### config.mk
export PLATFORM = sky130hd
export DESIGN_NAME = hazard_control_unit
export DESIGN_NICKNAME = d
export VERILOG_FILES = /design/src/rtl/hazard_control_unit.sv
export SDC_FILE = /design/constraint.sdc
export NUM_CORES = 1
export LEC_CHECK = 0
export ABC_AREA = 1
export BUFFER_PORTS_ARGS = -buffer_cell sky130_fd_sc_hd__buf_2
export CAP_MARGIN = 20
export CELL_PAD_IN_SITES_DETAIL_PLACEMENT = 0
export CELL_PAD_IN_SITES_GLOBAL_PLACEMENT = 1
export CORE_ASPECT_RATIO = 0.5
export CORE_UTILIZATION = 38
export DETAILED_ROUTE_END_ITERATION = 16
export GPL_TIMING_DRIVEN = 0
export PLACE_DENSITY = 0.85
export SYNTH_ARGS = -nofsm -noshare
export SYNTH_HDL_FRONTEND = slang
export SYNTH_SLANG_ARGS = --single-unit
### constraint.sdc
create_clock -name clk -period 2 [get_ports clk]
set_input_delay 0.4 -clock clk [delete_from_list [all_inputs] [get_ports clk]]
set_output_delay 0.4 -clock clk [all_outputs]
set_load 0.1 [all_outputs]
### src/rtl/hazard_control_unit.sv
// hazard_control_unit
// Hazard detection beside the ID stage of the 5-stage MIPS pipeline.
// It stalls for load-use hazards, freezes the front end during multi-cycle EX
// operations (mul/div), and raises branch flushes. It also keeps saturating
// performance counters for stall cycles and flush cycles.
//
// Ports:
//   clk, rst_n                  clock (rising edge), async active-low reset
//   ID_EX_rt, ID_EX_mem_read    destination and load flag of the EX instruction
//   ID_EX_multi_start           one-cycle pulse when a multi-cycle op enters EX
//   IF_ID_rs, IF_ID_rt          sources of the ID instruction
//   IF_ID_uses_rt               ID instruction really reads rt
//   branch, equal               branch kind (00/01 beq/10 bne/11 jump), ID compare
//   perf_clr                    synchronous clear of both counters
//   pc_write, IF_ID_write       front-end update enables
//   ID_EX_write                 ID/EX update enable (low only in multi hold)
//   mux_hz_unit                 1 passes ID control, 0 injects a bubble
//   flush                       squash IF/ID
//   busy                        FSM not idle (stall cycles 2..N)
//   stall_cycles, flush_count   saturating performance counters
module hazard_control_unit #(
    parameter int unsigned REG_W         = 5,
    parameter int unsigned LOAD_LATENCY  = 1,
    parameter int unsigned MULTI_LATENCY = 4,
    parameter int unsigned CNT_W         = 16
) (
    input  logic             clk,
    input  logic             rst_n,
    input  logic [REG_W-1:0] ID_EX_rt,
    input  logic             ID_EX_mem_read,
    input  logic             ID_EX_multi_start,
    input  logic [REG_W-1:0] IF_ID_rs,
    input  logic [REG_W-1:0] IF_ID_rt,
    input  logic             IF_ID_uses_rt,
    input  logic [1:0]       branch,
    input  logic             equal,
    input  logic             perf_clr,
    output logic             pc_write,
    output logic             IF_ID_write,
    output logic             ID_EX_write,
    output logic             mux_hz_unit,
    output logic             flush,
    output logic             busy,
    output logic [CNT_W-1:0] stall_cycles,
    output logic [CNT_W-1:0] flush_count
);

    localparam int unsigned MAX_LAT = (LOAD_LATENCY > MULTI_LATENCY) ? LOAD_LATENCY : MULTI_LATENCY;
    localparam int unsigned DC_W    = $clog2(MAX_LAT) + 1;

    localparam logic [DC_W-1:0] LOAD_RELOAD  = DC_W'(LOAD_LATENCY - 1);
    localparam logic [DC_W-1:0] MULTI_RELOAD = DC_W'(MULTI_LATENCY - 1);
    localparam logic [DC_W-1:0] DC_ONE       = DC_W'(1);
    localparam logic [CNT_W-1:0] CNT_ONE     = CNT_W'(1);

    typedef enum logic [1:0] {
        S_IDLE       = 2'd0,
        S_LOAD_STALL = 2'd1,
        S_MULTI_HOLD = 2'd2
    } state_e;

    state_e          state_q, state_d;
    logic [DC_W-1:0] cnt_q, cnt_d;
    logic [CNT_W-1:0] stall_cnt_q, stall_cnt_d;
    logic [CNT_W-1:0] flush_cnt_q, flush_cnt_d;

    logic lu_c;
    logic multi_c;
    logic taken_c;
    logic load_stall_c;
    logic multi_hold_c;

    // Hazard requests are masked while in reset so every output shows its reset value.
    assign lu_c = rst_n && ID_EX_mem_read && (ID_EX_rt != '0) &&
                  ((IF_ID_rs == ID_EX_rt) || (IF_ID_uses_rt && (IF_ID_rt == ID_EX_rt)));
    assign multi_c = rst_n && ID_EX_multi_start;

    // Raw branch decision from the ID comparator.
    assign taken_c = ((branch == 2'b01) &&  equal) ||
                     ((branch == 2'b10) && !equal) ||
                      (branch == 2'b11);

    // State register and down-counter.
    always_ff @(posedge clk or negedge rst_n) begin
        if (!rst_n) begin
            state_q <= S_IDLE;
            cnt_q   <= '0;
        end else begin
            state_q <= state_d;
            cnt_q   <= cnt_d;
        end
    end

    // Next state; the first stall cycle is decided combinationally in IDLE.
    always_comb begin
        state_d      = state_q;
        cnt_d        = cnt_q;
        load_stall_c = 1'b0;
        multi_hold_c = 1'b0;
        case (state_q)
            S_IDLE: begin
                if (multi_c) begin
                    multi_hold_c = 1'b1;
                    if (MULTI_LATENCY > 1) begin
                        state_d = S_MULTI_HOLD;
                        cnt_d   = MULTI_RELOAD;
                    end
                end else if (lu_c) begin
                    load_stall_c = 1'b1;
                    if (LOAD_LATENCY > 1) begin
                        state_d = S_LOAD_STALL;
                        cnt_d   = LOAD_RELOAD;
                    end
                end
            end
            S_LOAD_STALL: begin
                load_stall_c = 1'b1;
                cnt_d        = cnt_q - DC_ONE;
                if (cnt_q == DC_ONE) begin
                    state_d = S_IDLE;
                end
            end
            S_MULTI_HOLD: begin
                multi_hold_c = 1'b1;
                cnt_d        = cnt_q - DC_ONE;
                if (cnt_q == DC_ONE) begin
                    state_d = S_IDLE;
                end
            end
            default: begin
                state_d = S_IDLE;
                cnt_d   = '0;
            end
        endcase
    end

    // Pipeline control; a branch is re-evaluated after any stall, so flush is gated.
    assign pc_write    = !(load_stall_c || multi_hold_c);
    assign IF_ID_write = !(load_stall_c || multi_hold_c);
    assign ID_EX_write = !multi_hold_c;
    assign mux_hz_unit = !load_stall_c;
    assign flush       = taken_c && !load_stall_c && !multi_hold_c;
    assign busy        = (state_q != S_IDLE);

    // Saturating counters; clear wins over increment.
    always_comb begin
        stall_cnt_d = stall_cnt_q;
        flush_cnt_d = flush_cnt_q;
        if (perf_clr) begin
            stall_cnt_d = '0;
            flush_cnt_d = '0;
        end else begin
            if (!pc_write && (stall_cnt_q != '1)) begin
                stall_cnt_d = stall_cnt_q + CNT_ONE;
            end
            if (flush && (flush_cnt_q != '1)) begin
                flush_cnt_d = flush_cnt_q + CNT_ONE;
            end
        end
    end

    always_ff @(posedge clk or negedge rst_n) begin
        if (!rst_n) begin
            stall_cnt_q <= '0;
            flush_cnt_q <= '0;
        end else begin
            stall_cnt_q <= stall_cnt_d;
            flush_cnt_q <= flush_cnt_d;
        end
    end

    assign stall_cycles = stall_cnt_q;
    assign flush_count  = flush_cnt_q;

endmodule

# == After elaboration in Yosys (flattened, before gate mapping) ==
# Index checks and enable logic that the tools add are counted.
# op_classes
add_sub_neg,3
multipliers,0
div,0
magnitude_cmp,0
eq_ne,12
shift,0
muxes,14
bitwise,0
n_reduce_logical,26
# ops
cell,count
2-to-1 mux 16 bit,4
"adder 16 x 1 -> 16 bit, second input constant",2
"!= test 16 bit, second input constant",2
logical AND 1 bit,11
== test 5 bit,2
"== test 2 bit, second input constant",3
one-hot mux 3 bit (2 select lines),1
nonzero test 2 bit,3
nonzero test 5 bit,1
"== test 2 x 1 -> 1 bit, second input constant",2
zero test 1 bit,4
logical OR 1 bit,4
2-to-1 mux 2 bit,2
one-hot mux 1 bit (2 select lines),2
one-hot mux 2 bit (2 select lines),1
"== test 3 x 1 -> 1 bit, second input constant",1
2-to-1 mux 1 bit,3
2-to-1 mux 3 bit,1
"subtractor 3 x 1 -> 3 bit, second input constant",1
zero test 2 bit,1
"!= test 2 x 1 -> 1 bit, second input constant",1
"!= test 2 bit, second input constant",1
AND reduction 2 bit,1
OR reduction 2 bit,1
# totals
reg_bits,37
latchBits,0
mem_bits_rw,0
rom_bits,0
input_bits,24
out_inout_bits,38
wordCells,59
mem_count,0

# == Depth between registers and ports, before layout ==
# Gate-level depths: netlist (run 1).
# logic_depth
word_depth,13
mapped_depth,13
mapped_depth_nobuf,12

# == Least setup slack after synthesis (run 1) ==
# OpenSTA, ideal clock, no wires.
# synth_path
kind,register -> output
startpoint,register state_q[1]
endpoint,output port flush
arrival_ps,3673
t_required_ps,1600
path_slack_ps,-2073
stages_incl_launch_ff,4
path_buffers,0
cell_sequence,dfrtp_1 a21oi_2 nand2_4 a21oi_1
# synth_via
elab_cells_between_ends,9
cone_classes,eq/ne (2); mux (2); reduce/logical (5)
# synth_lines
element,line_no,source
from (decl),62,"state_e state_q, state_d;"
from (signal assigned),89,state_q <= state_d;
== test 2 bit / zero test 2 bit (equally long branches),100,case (state_q)
one-hot mux 1 bit (2 select lines) *,100,
zero test 1 bit *,--,
via ID_EX_write,40,"output logic ID_EX_write,"
logical AND 1 bit *,142,assign flush = taken_c && !load_stall_c && !multi_hold_c;
to (decl),42,"output logic flush,"
# Mark *: on every way through the listed nets, which the timed path passes. The rest lies on a longest branch.

# == Worst setup path after layout (run 1) ==
# layout_path
startpoint,register state_q[1]
endpoint,output port pc_write
# layout_via
elab_chain_cells,4
elab_cells_between_ends,7
cone_classes,eq/ne (2); mux (2); reduce/logical (3)
# layout_rtl
element,line_no,source
== test 2 x 1 -> 1 bit (tied with other cells),100,
one-hot mux 1 bit (2 select lines),100,
logical OR 1 bit *,138,assign pc_write = !(load_stall_c || multi_hold_c);
zero test 1 bit *,138,
to (decl),38,"output logic pc_write,"
# Every way passes the cells marked *; elsewhere a longest branch is shown, timed or not.

==> summary.md, run 1 <==
| Metric | Value |
|---|---|
| Seq/Total Area, Yosys | `0.3399` |
| Mapped Avg Cell Area | `slightly above 7 um^2` |
| Total gr overflow | `0` |
| Worst rel slew slack | `0.6062` |
| Final Hold Fails | `0` |
| # IOs | `62` |
| CTS tree | `built` |
| Max-cap violations | `0` |
| Total number of vias | `2531` |
| DRT Pass-1 Iters | `4` |
| Syn Nets | `398` |
| R2R Setup Slk | `roughly 0.17 ns` |
| Vias/cell | `~4.7` |
| IO Port Bufs | `60` |
| Placed cell areas | `approximately 3200 um^2` |
| Max H-tree Level | `2` |
| Worst Tran Pin Value | `0.5908 ns` |
| Die H | `61.05 um` |
| Pwr/cell area | `839.0 nW/um^2` |
| Placed cell count | `between 500 and 600` |
| Warnings from Yosys | `0` |
| Worst path required time | `around 1.6 ns` |
| Share of layout cells above drive strength 1 | `0.3446` |
| Site Rows | `21` |
| Startpoint types | `flip-flop` |
| CTS Sinks | `36` |
| Num CTS Buffers | `5` |
| Mapped Area | `roughly 2700 um^2` |
| Pin count of the biggest net entering global routing | `39` |
| Fin cells | `536` |
| Hold buffers post-CTS | `0` |
| Clk_skew | `approximately 0.0061 ns` |
| FF/Latch Area | `930.9 um^2` |
| Clock Tree Buf Depth | `2` |
| Setup_tns | `-0.2943 ns` |
| Fill cells | `between 600 and 700` |
| Core area | `roughly 6700 um^2` |
| Arrival @ worst endpoint | `around 1.7 ns` |
| Clock Latency Late Sink | `0.28 ns` |
| Die Area | `approximately 7300 um^2` |
| Fmax | `468.0 MHz` |
| ANT cells | `0` |
| LEAKAGE | `1.696 nW` |
| CP endpoint kind | `output pin` |
| Worst-path clk slew | `around 0.060 ns` |
| Cell count after synthesis | `370` |
| Post-Route WL | `6.697 mm` |
| Setup ws final | `-0.1368 ns` |
| Final min period | `between 2 and 2.5 ns` |
| Setup violators final | `3` |
| Clock root cell | `clkbuf_16` |
| Final Cycle Share | `1.068` |
| Chip width | `120.1 um` |
| Number of synthesized register bits | `36` |
| Synthesis-to-finish area growth | `29.75%` |
| Initial antenna violation count | `0` |
| Post-synth cell types | `32` |
| Worst ir drop on vdd | `about 0.56 mV` |
| Number of global-route vias before repair | `2400` |
| Pins Over Slew Limit | `0` |
| DP Worst Slack | `-0.8056 ns` |
| Critical path fanouts, max | `3` |
| DRC viols | `0` |
| Routed Antenna Nets | `0` |
| DP HPWL | `4.864 mm` |
| Status | `finished, violations left` |
| Nets | `471` |
| Failing checks | `setup timing` |
| Design area | `3438 um^2` |
| Initial Util | `0.3955` |
| Overall Power | `between 2 and 3 mW` |
| Routability cong. | `between 0.8 and 0.9` |
| Tot GR Track Use | `0.2008` |
| RSZ-0062 raised after global routing | `yes` |
| Crit Path Category | `flip-flop to output pin` |
| Multi-input logic area | `around 1600 um^2` |
| First-pass GRT wire length | `~11 mm` |
| Type of the most critical hold path | `input port to asynchronous set/reset pin` |
| Routed WL per cell | `12.49 um` |
| DRT iter0 DRCs | `114` |
sequential cells by signal, indices dropped and copies added (netlist names):
name and flops:
cnt_q 3, state_q 1, flush_count 16, stall_cycles 16
critical path, stage by stage (launching register included):
cell and delay [ns]:
dfrtp_4 0.50, inv_2 0.07, nand4_1 0.09, a31oi_2 0.21, nand2_4 0.10, nand2_8 0.09
clkinvlp_4 0.10, buf_12 0.13, buf_12 0.15
cell type report:
class	count	area share
multi-input cells	290	0.4738
flip-flops and latches	36	0.2707
repair buffers	66	0.1168
clock buffers	7	0.03857
inverters	33	0.03712
well taps	92	0.03348
plain buffers	11	0.02802
clock inverters	1	0.001456
cells in the final DEF (no fill, tap or decap), types with 2 or more instances in the layout:
cell,netlist,final
dfrtp_4,0,2
ha_1,4,4
a21oi_4,0,2
nor2_4,2,2
nor2_1,54,54
nand2_4,6,5
nand2_2,23,23
buf_4,2,7
nor2_2,2,2
dfrtp_2,0,18
xnor2_1,6,6
buf_12,1,5
nand4_1,11,11
nand3_2,1,11
dfrtp_1,36,16
clkbuf_1,6,8
o21ai_0,3,3
nor3_1,5,5
nor3b_1,3,3
nand2_1,97,97
buf_2,0,55
inv_1,28,27
clkbuf_16,0,5
xor2_1,20,20
inv_2,5,5
buf_6,2,3
nand3_1,42,32
layer usage:
metal | GRT usage | wire length [um] | vias to the layer above
li1 | - | - | 1322
met1 | 0.2654 | 3300 | 1148
met2 | 0.3448 | 3074 | 54
met3 | 0.04352 | 272 | 7
met4 | 0.04643 | 49 | 0
met5 | 0 | 0 | -
cells by family (layout without fill, tap and decap cells):
group / Yosys count / count (layout) / share of synthesized area
buf+inv: 44 / 118 / 0.07696
flops: 36 / 36 / 0.3399
xor+xnor: 26 / 26 / 0.08593
fa+ha+maj: 4 / 4 / 0.01889
simple gates: 251 / 251 / 0.4575
compound gates: 9 / 9 / 0.02077
through the flow:
stage	utilization	hold WS [ns]
6_report	0.5132	0.02411
5_1_grt	0.5132	0.04569
4_1_cts	0.5085	0.03265
3_5_place_dp	0.4775	0.5299
3_3_place_gp	0.4775	0.5250
2_1_floorplan	-	0.1044
Yosys cell counts, drive strengths merged:
| cell | n | area [um^2] |
|---|---|---|
| dfrtp | 36 | 900.9 |
| nor2 | 58 | 237.7 |
| and3 | 1 | 6.260 |
| clkbuf | 6 | 22.52 |
| xnor2 | 6 | 52.55 |
| a22oi | 1 | 7.510 |
| nand3b | 1 | 7.510 |
| nand4 | 12 | 90.09 |
| xor2 | 20 | 175.2 |
| o22ai | 1 | 6.260 |
| a31oi | 2 | 12.51 |
| ha | 4 | 50.05 |
| nand2 | 126 | 575.6 |
| a21oi | 2 | 13.76 |
| o21ai | 3 | 15.01 |
| nor3 | 6 | 35.03 |
| inv | 33 | 123.9 |
| nand3 | 44 | 237.7 |
| nor3b | 3 | 22.52 |
| buf | 5 | 57.55 |
path summary, 6_finish.rpt:
kind,start,cells after the start,end
max in group asynchronous,rst_n,1,stall_cycles[0]
min in group clk,ID_EX_multi_start,4,cnt_q[2]
hold reg to reg,cnt_q[0],1,cnt_q[0]
hold / removal,rst_n,1,cnt_q[1]
setup reg to reg,flush_count[0],9,flush_count[12]
setup / recovery,state_q[1],8,pc_write
where the power goes:
group          switching [mW]  total, mW  internal, mW
sequential             0.0814      0.897         0.815
combinational           0.868       1.23         0.359
clock                   0.301      0.761         0.461
total                    1.25       2.88          1.63
what timing repair did:
item | in CTS | in global routing
endpoints found under the setup margin | 28 | 5
resized for setup | 12 | 4
pin swaps | 1 | 1
buffers inserted | 4 | 3
Power figures use the tool's default switching activity.
==> inputs of run 2 (changes only) <==
Settings changed: CTS_CLUSTER_SIZE from default to 14, TNS_END_PERCENT from default to 30.
==> run 2 against run 1 <==
Net effect:
- setup slack better by 0.066 ns
- critical endpoint is now IF_ID_write
- the run ends with DRC, hold timing, setup timing left
- first-iteration DRC count is 18% lower
- count of clock-buffer cells in the layout is 1 higher
- sequential power is 2% lower
- routed wire length is 1.6% lower
- largest cell class unchanged
==> summary.md, run 2 (same netlist as run 1, synthesis figures left out) <==
| Metric | Value |
|---|---|
| Vias/cell | `4.711 (-0.24%)` |
| Max H-tree Level | `2 (unchanged)` |
| Pwr/cell area | `844.1 nW/um^2 (+0.61%)` |
| CP most frequent cell | `buf_4` |
| Total gr overflow | `0 (unchanged)` |
| Clock root cell | `clkbuf_16` |
| Number of global-route vias before repair | `2196 (-8.5%)` |
| CP Cell Sequence | `buf_4 -> a21oi_4 -> nand2_8 -> clkinvlp_4 -> buf_4` |
| # IOs | `62 (unchanged)` |
| Pin count of the biggest net entering global routing | `39 (unchanged)` |
| Die Area | `7332 um^2 (unchanged)` |
| RSZ-0062 raised after global routing | `yes` |
| CTS Sinks | `36 (unchanged)` |
| Crit Reg-Reg Startpoint | `flush_count[0]` |
| DP Worst Slack | `-0.7733 ns (+0.03228 ns)` |
| Worst Tran Pin Value | `0.6006 ns (+0.009803 ns)` |
| Clk_skew | `0.002564 ns (-0.003546 ns)` |
| Arrival @ worst endpoint | `1.67 ns (-0.07 ns)` |
| Clock Latency Late Sink | `0.28 ns (about the same)` |
| Buf+Inv Stages, Crit Path | `3 (-1)` |
| Max stage delay on crit path | `0.47 ns (-0.03 ns)` |
| Worst-path clk slew | `0.05 ns (about the same)` |
| Initial antenna violation count | `0 (unchanged)` |
| Fill cells | `669 (-0.59%)` |
| Total number of vias | `2525 (-0.24%)` |
| Initial Util | `0.3955 (unchanged)` |
| Max-cap violations | `0 (unchanged)` |
| Worst ir drop on vdd | `0.3599 mV (-36%)` |
| Synthesis-to-finish area growth | `29.46%` |
| Chip width | `120.1 um (unchanged)` |
| LEAKAGE | `1.714 nW (+1.1%)` |
| Pins Over Slew Limit | `0 (unchanged)` |
| Critical Path Start | `state_q[1]` |
| Final Hold Fails | `10 (+10)` |
| Nets | `471 (unchanged)` |
| Placed cell count | `522 (unchanged)` |
| Status | `finished, violations left` |
| Worst rel slew slack | `0.5996 (-0.006536)` |
| Worst reg2reg path depth | `9 (unchanged)` |
| Commonest cells after routing, fill and taps aside | `nand2_1, nor2_1, buf_2, nand3_1, inv_1` |
| Final min period | `2.070 ns (-0.06633 ns)` |
| CP endpoint kind | `output pin` |
| First-pass GRT wire length | `10.72 mm (-6.0%)` |
| Setup violators final | `4 (+1)` |
| Routed WL per cell | `12.29 um (-1.6%)` |
| IO Port Bufs | `60 (unchanged)` |
| DRT iter0 DRCs | `93 (-18%)` |
| R2R Setup Slk | `0.16 ns (about the same)` |
| Core area | `6700 um^2 (unchanged)` |
| Fmax | `483.0 MHz (+3.2%)` |
| DRC viols | `2 (+2)` |
| Clock Tree Buf Depth | `2 (unchanged)` |
| Hold Slack | `-0.009604 ns (-0.03371 ns)` |
| DRT Pass-1 Iters | `10 (+6)` |
| Crit Path Category | `flip-flop to output pin` |
| ANT cells | `0 (unchanged)` |
| Type of the most critical hold path | `input port to asynchronous set/reset pin` |
| Tot GR Track Use | `0.1894 (-0.01137)` |
| Site Rows | `21 (unchanged)` |
| Startpoint types | `flip-flop` |
| Share of layout cells above drive strength 1 | `0.3198 (-0.02477)` |
| Num CTS Buffers | `5 (unchanged)` |
| Fin cells | `536 (unchanged)` |
| Die H | `61.05 um (unchanged)` |
| Most common library cell in the layout ignoring fill and taps | `nand2_1` |
| Reg-to-reg endpoint | `flush_count[10]` |
| Critical path fanouts, max | `6 (+3)` |
| Setup ws final | `-0.07047 ns (+0.06633 ns)` |
| CP max-delay cell | `dfrtp_4` |
| Worst path required time | `1.60 ns (about the same)` |
| Final Cycle Share | `1.035 (-0.03316)` |
| Routed Antenna Nets | `0 (unchanged)` |
| Post-Route WL | `6.587 mm (-1.6%)` |
| CTS tree | `built` |
| Routability cong. | `0.8536 (+3.5%)` |
| Failing checks | `DRC, hold timing, setup timing` |
| DP HPWL | `4.764 mm (-2.1%)` |
| CP delay by family, top | `buffers and inverters` |
## run 2: cell types whose count changed in the layout (fill, tap and decap cells not counted)
cell	delta
buf_4	+1
nand3_2	-1
buf_8	+1
dfrtp_1	+10
clkinv_2	-1
buf_2	-1
dfrtp_2	-9
nand3_1	+1
dfrtp_4	-1
## run 2: area by class of cell
cell class                 count  area, um^2  area share
buffer                        11       96.34     0.02808
clock buffer                   8       146.4     0.04267
inverter                      33       127.6     0.03720
multi-input combinational    290        1624      0.4734
sequential                    36       915.9      0.2670
tap                           92       115.1     0.03355
timing repair buffer          66       405.4      0.1182
## run 2: worst max path at each step
stage / to / cells past startpoint
final: IF_ID_write / 5
after detailed placement: pc_write / 8
after global routing: pc_write / 8
after CTS: pc_write / 8
after global placement: pc_write / 8
after floorplan: pc_write / 7
## run 2: report_power, final
group	leakage, nW	switching, mW	internal [mW]	total [mW]
registers	0.474	0.0726	0.810	0.883
clock network	0.0712	0.291	0.497	0.787
logic	1.17	0.866	0.360	1.23
total	1.71	1.23	1.67	2.90
## run 2: stage by stage
step	power (mW)	hold slack [ns]	TNS [ns]	util	area (um^2)
5_1_grt	3.056	0.006675	-0.5136	0.5120	3431
3_3_place_gp	2.012	0.5160	-12.17	0.4743	3178
4_1_cts	2.900	0.03515	-0.2526	0.5066	3395
3_5_place_dp	2.023	0.5274	-12.80	0.4743	3178
6_report	2.896	-0.009604	-0.2104	0.5120	3431
2_1_floorplan	1.808	0.1044	-8.349	-	2763
## run 2: worst register-to-register path, delay by kind of cell (launching register included)
family | cells | cell delay (ns)
buf+inv | 1 | 0.16
fa+ha+maj | 1 | 0.21
flops | 1 | 0.40
simple gates | 7 | 0.94
## run 2: metal layers
layer  wire, um  vias to the layer above  GRT usage  share of wire
li1           -                     1327          -              -
met1       3252                     1142     0.2624           0.49
met2       2968                       52     0.3079           0.45
met3        323                        4    0.03889          0.049
met4         42                        0    0.04821         0.0064
met5          0                        -          0              0
## run 2: repair_timing
| item | in CTS | in global routing |
|---|---|---|
| hold buffers | 0 | 0 |
| setup endpoints to repair | 28 | 7 |
| setup buffers | 4 | 2 |
| resized for setup | 12 | 8 |
| pin swaps | 1 | 2 |
==> inputs of run 3 (changes only) <==
Settings changed: ABC_AREA 1 to default, CORE_UTILIZATION 38 to 39, PLACE_DENSITY 0.85 to 0.86.
==> run 3 against run 2 <==
Net effect:
- the flow finishes with violations (setup timing)
- hold slack improved by 0.078 ns
- final area down 4.4%
- count of clock-buffer cells in the layout decreased by 2
- sequential power is essentially flat
- first-iteration DRC count decreased by 19%
- fmax is 5.3% lower
- die area shrank 19%
- register-to-register slack worse by 0.23 ns
- combinational power rose by 6%
- via count fell by 14%
- synthesized cell count down 36%
- largest cell class unchanged
- largest power group unchanged
- highest routed layer unchanged
==> summary.md, run 3 <==
| Metric | Value |
|---|---|
| Status | `finished, violations left` |
| Failing checks | `setup timing` |
| Routed Antenna Nets | `0 (unchanged)` |
| Clock Latency Late Sink | `0.29 ns (about the same)` |
| Max-cap violations | `0 (unchanged)` |
| Mapped Avg Cell Area | `9.315 um^2 (+30%)` |
| Site Rows | `18 (-14%)` |
| Nets | `355 (-25%)` |
| Seq/Total Area, Yosys | `0.4098 (+0.06985)` |
| Worst reg2reg path depth | `7 (-2)` |
| R2R Setup Slk | `-0.07 ns (-0.23 ns)` |
| Ys async rst share | `1.000 (unchanged)` |
| Routability cong. | `0.7884 (-7.6%)` |
| Tot GR Track Use | `0.2038 (+0.01437)` |
| Total gr overflow | `0 (unchanged)` |
| Arrival @ worst endpoint | `1.79 ns (+0.12 ns)` |
| Post-synth top flop | `dfrtp_1` |
| EDFF count, synth | `0 (unchanged)` |
| First-pass GRT wire length | `9.218 mm (-14%)` |
| Max H-tree Level | `2 (unchanged)` |
| Pins Over Slew Limit | `0 (unchanged)` |
| Setup ws final | `-0.1868 ns (-0.1163 ns)` |
| DP HPWL | `3.970 mm (-17%)` |
| ANT cells | `0 (unchanged)` |
| Post-Route WL | `6.064 mm (-7.9%)` |
| Final core occ | `0.6361 (+0.1241)` |
| Area contributors post-synth | `dfrtp_1, a21oi_1, nand3_1` |
| DRT Pass-1 Iters | `4 (-6)` |
| Post-synth cell types | `48 (+50%)` |
| Final min period | `2.187 ns (+0.1163 ns)` |
| RSZ-0062 raised after global routing | `yes` |
| Fmax | `457.3 MHz (-5.3%)` |
| Die Area | `5959 um^2 (-19%)` |
| Die H | `55.09 um (-9.8%)` |
| Startpoint types | `input port` |
| Syn Nets | `264 (-34%)` |
| CTS tree | `built` |
| Post-synth top area share | `0.4098 (+0.06985)` |
| Clk_skew | `0.006819 ns (+0.004255 ns)` |
| Worst path required time | `1.60 ns (about the same)` |
| Chip width | `108.2 um (-9.9%)` |
| Commonest cells in the netlist | `dfrtp_1, a21oi_1, nand3_1` |
| Initial Util | `0.4262 (+0.03073)` |
| Pwr/cell area | `857.1 nW/um^2 (+1.5%)` |
| Type of the most critical hold path | `input port to asynchronous set/reset pin` |
| Num CTS Buffers | `5 (unchanged)` |
| DRT iter0 DRCs | `75 (-19%)` |
| Setup violators final | `18 (+14)` |
| Vias/cell | `5.475 (+16%)` |
| Pin count of the biggest net entering global routing | `39 (unchanged)` |
| IO Port Bufs | `60 (unchanged)` |
| Initial antenna violation count | `0 (unchanged)` |
| Most frequent cell after synthesis | `dfrtp_1` |
| # IOs | `62 (unchanged)` |
| Routed WL per cell | `15.24 um (+24%)` |
| Commonest cells after routing, fill and taps aside | `buf_2, nand3_1, buf_4, dfrtp_2` |
| Mapped Area | `2198 um^2 (-17%)` |
| Clock root cell | `clkbuf_8` |
| Synthesis-to-finish area growth | `49.23%` |
| CTS Sinks | `36 (unchanged)` |
| Detail Route met3 WL | `265 um (-18%)` |
| Number of global-route vias before repair | `1978 (-9.9%)` |
| Clock Tree Buf Depth | `2 (unchanged)` |
| Worst ir drop on vdd | `0.9754 mV (+170%)` |
| Share of layout cells above drive strength 1 | `0.5183 (+0.1985)` |
| WL met2 | `3.008 mm (+1.3%)` |
| Worst rel slew slack | `0.5726 (-0.02698)` |
| Cell count after synthesis | `236 (-36%)` |
| Uppermost routed layer | `met4` |
| Number of synthesized register bits | `36 (unchanged)` |
| Core area | `5157 um^2 (-23%)` |
| Worst-path clk slew | `0.07 ns (+0.02 ns)` |
| LEAKAGE | `1.386 nW (-19%)` |
| Dominant cell type by area after synthesis | `dfrtp_1` |
| DRC viols | `0 (-2)` |
| Critical path fanouts, max | `4 (-2)` |
| CP endpoint kind | `output pin` |
| Worst Tran Pin Value | `0.6410 ns (+0.04047 ns)` |
| Crit Path Category | `input port to output pin` |
| Final Hold Fails | `0 (-10)` |
| Final Cycle Share | `1.093 (+0.05817)` |
| Total number of vias | `2179 (-14%)` |
| DP Worst Slack | `-0.8002 ns (-0.02686 ns)` |
| Most common library cell in the layout ignoring fill and taps | `buf_2` |
| Setup_tns | `-1.092 ns (-0.8818 ns)` |
| Warnings from Yosys | `0 (unchanged)` |
| Metal-1 WL | `2.729 mm (-16%)` |
-- run 3: per-layer routing --
metal  global-route usage  vias up
li1                     -     1064
met3              0.04450        6
met4              0.04110        0
met5                    0        -
met1               0.2635     1066
met2               0.3599       43
-- run 3: worst max-delay path, stage by stage --
cell and delay (ns):
buf_8 0.10, buf_4 0.14, xnor2_2 0.16, nand3_1 0.13, o22a_4 0.30, o21ai_4 0.24
inv_8 0.05, buf_12 0.12, buf_12 0.15
-- run 3: logic make-up (layout without fill, tap and decap cells) --
family,count (synthesis),in the layout,synth area share
adders and majority gates,4,4,0.02277
AOI/OAI and AO/OA,65,65,0.1884
xor gates and xnor gates,13,13,0.05179
buffers and inverters,21,113,0.06033
and+or+nand+nor,93,93,0.2470
muxes,4,4,0.01992
DFF,36,36,0.4098
-- run 3: final cells by class --
cell class              count  area, um^2
fillers                   438        1877
multi-input cells         179        1359
flip-flops and latches     36       940.9
repair buffers             85       614.3
plain buffers              10       117.6
well taps                  70       87.58
clock buffers               6       72.57
inverters                  10       53.80
clock inverters             2       35.03
-- run 3: final timing paths --
kind                                        end       startpoint
min in group clk                       cnt_q[0]         cnt_q[0]
worst min register to register         cnt_q[0]         cnt_q[0]
worst max register to register  stall_cycles[9]  stall_cycles[1]
max in group asynchronous       flush_count[11]            rst_n
worst min-delay path            stall_cycles[0]            rst_n
worst max-delay path                   pc_write      ID_EX_rt[4]
-- run 3: power by group --
group	internal [mW]	leakage, nW	switching, mW
Sequential	0.817	0.455	0.0666
Clock	0.370	0.0552	0.262
Combinational	0.452	0.876	0.845
-- run 3: what timing repair did --
action / CTS / global route
hold endpoints to repair: 0 / 35
hold buffers: 0 / 2
cloned: 0 / 0
pin swaps: 19 / 20
resized for setup: 41 / 30
buffers inserted: 13 / 10
setup endpoints to repair: 33 / 32
-- run 3: stage by stage --
step | instances | area [um^2] | hold slack, ns | total power [mW]
floorplan | 236 | 2327 | 0.1044 | 1.749
global placement | 366 | 2715 | 0.4837 | 1.928
detailed placement | 366 | 2715 | 0.5063 | 1.960
CTS | 386 | 3059 | 0.01289 | 2.793
global route | 398 | 3281 | 0.06365 | 2.968
finish | 398 | 3281 | 0.06832 | 2.812
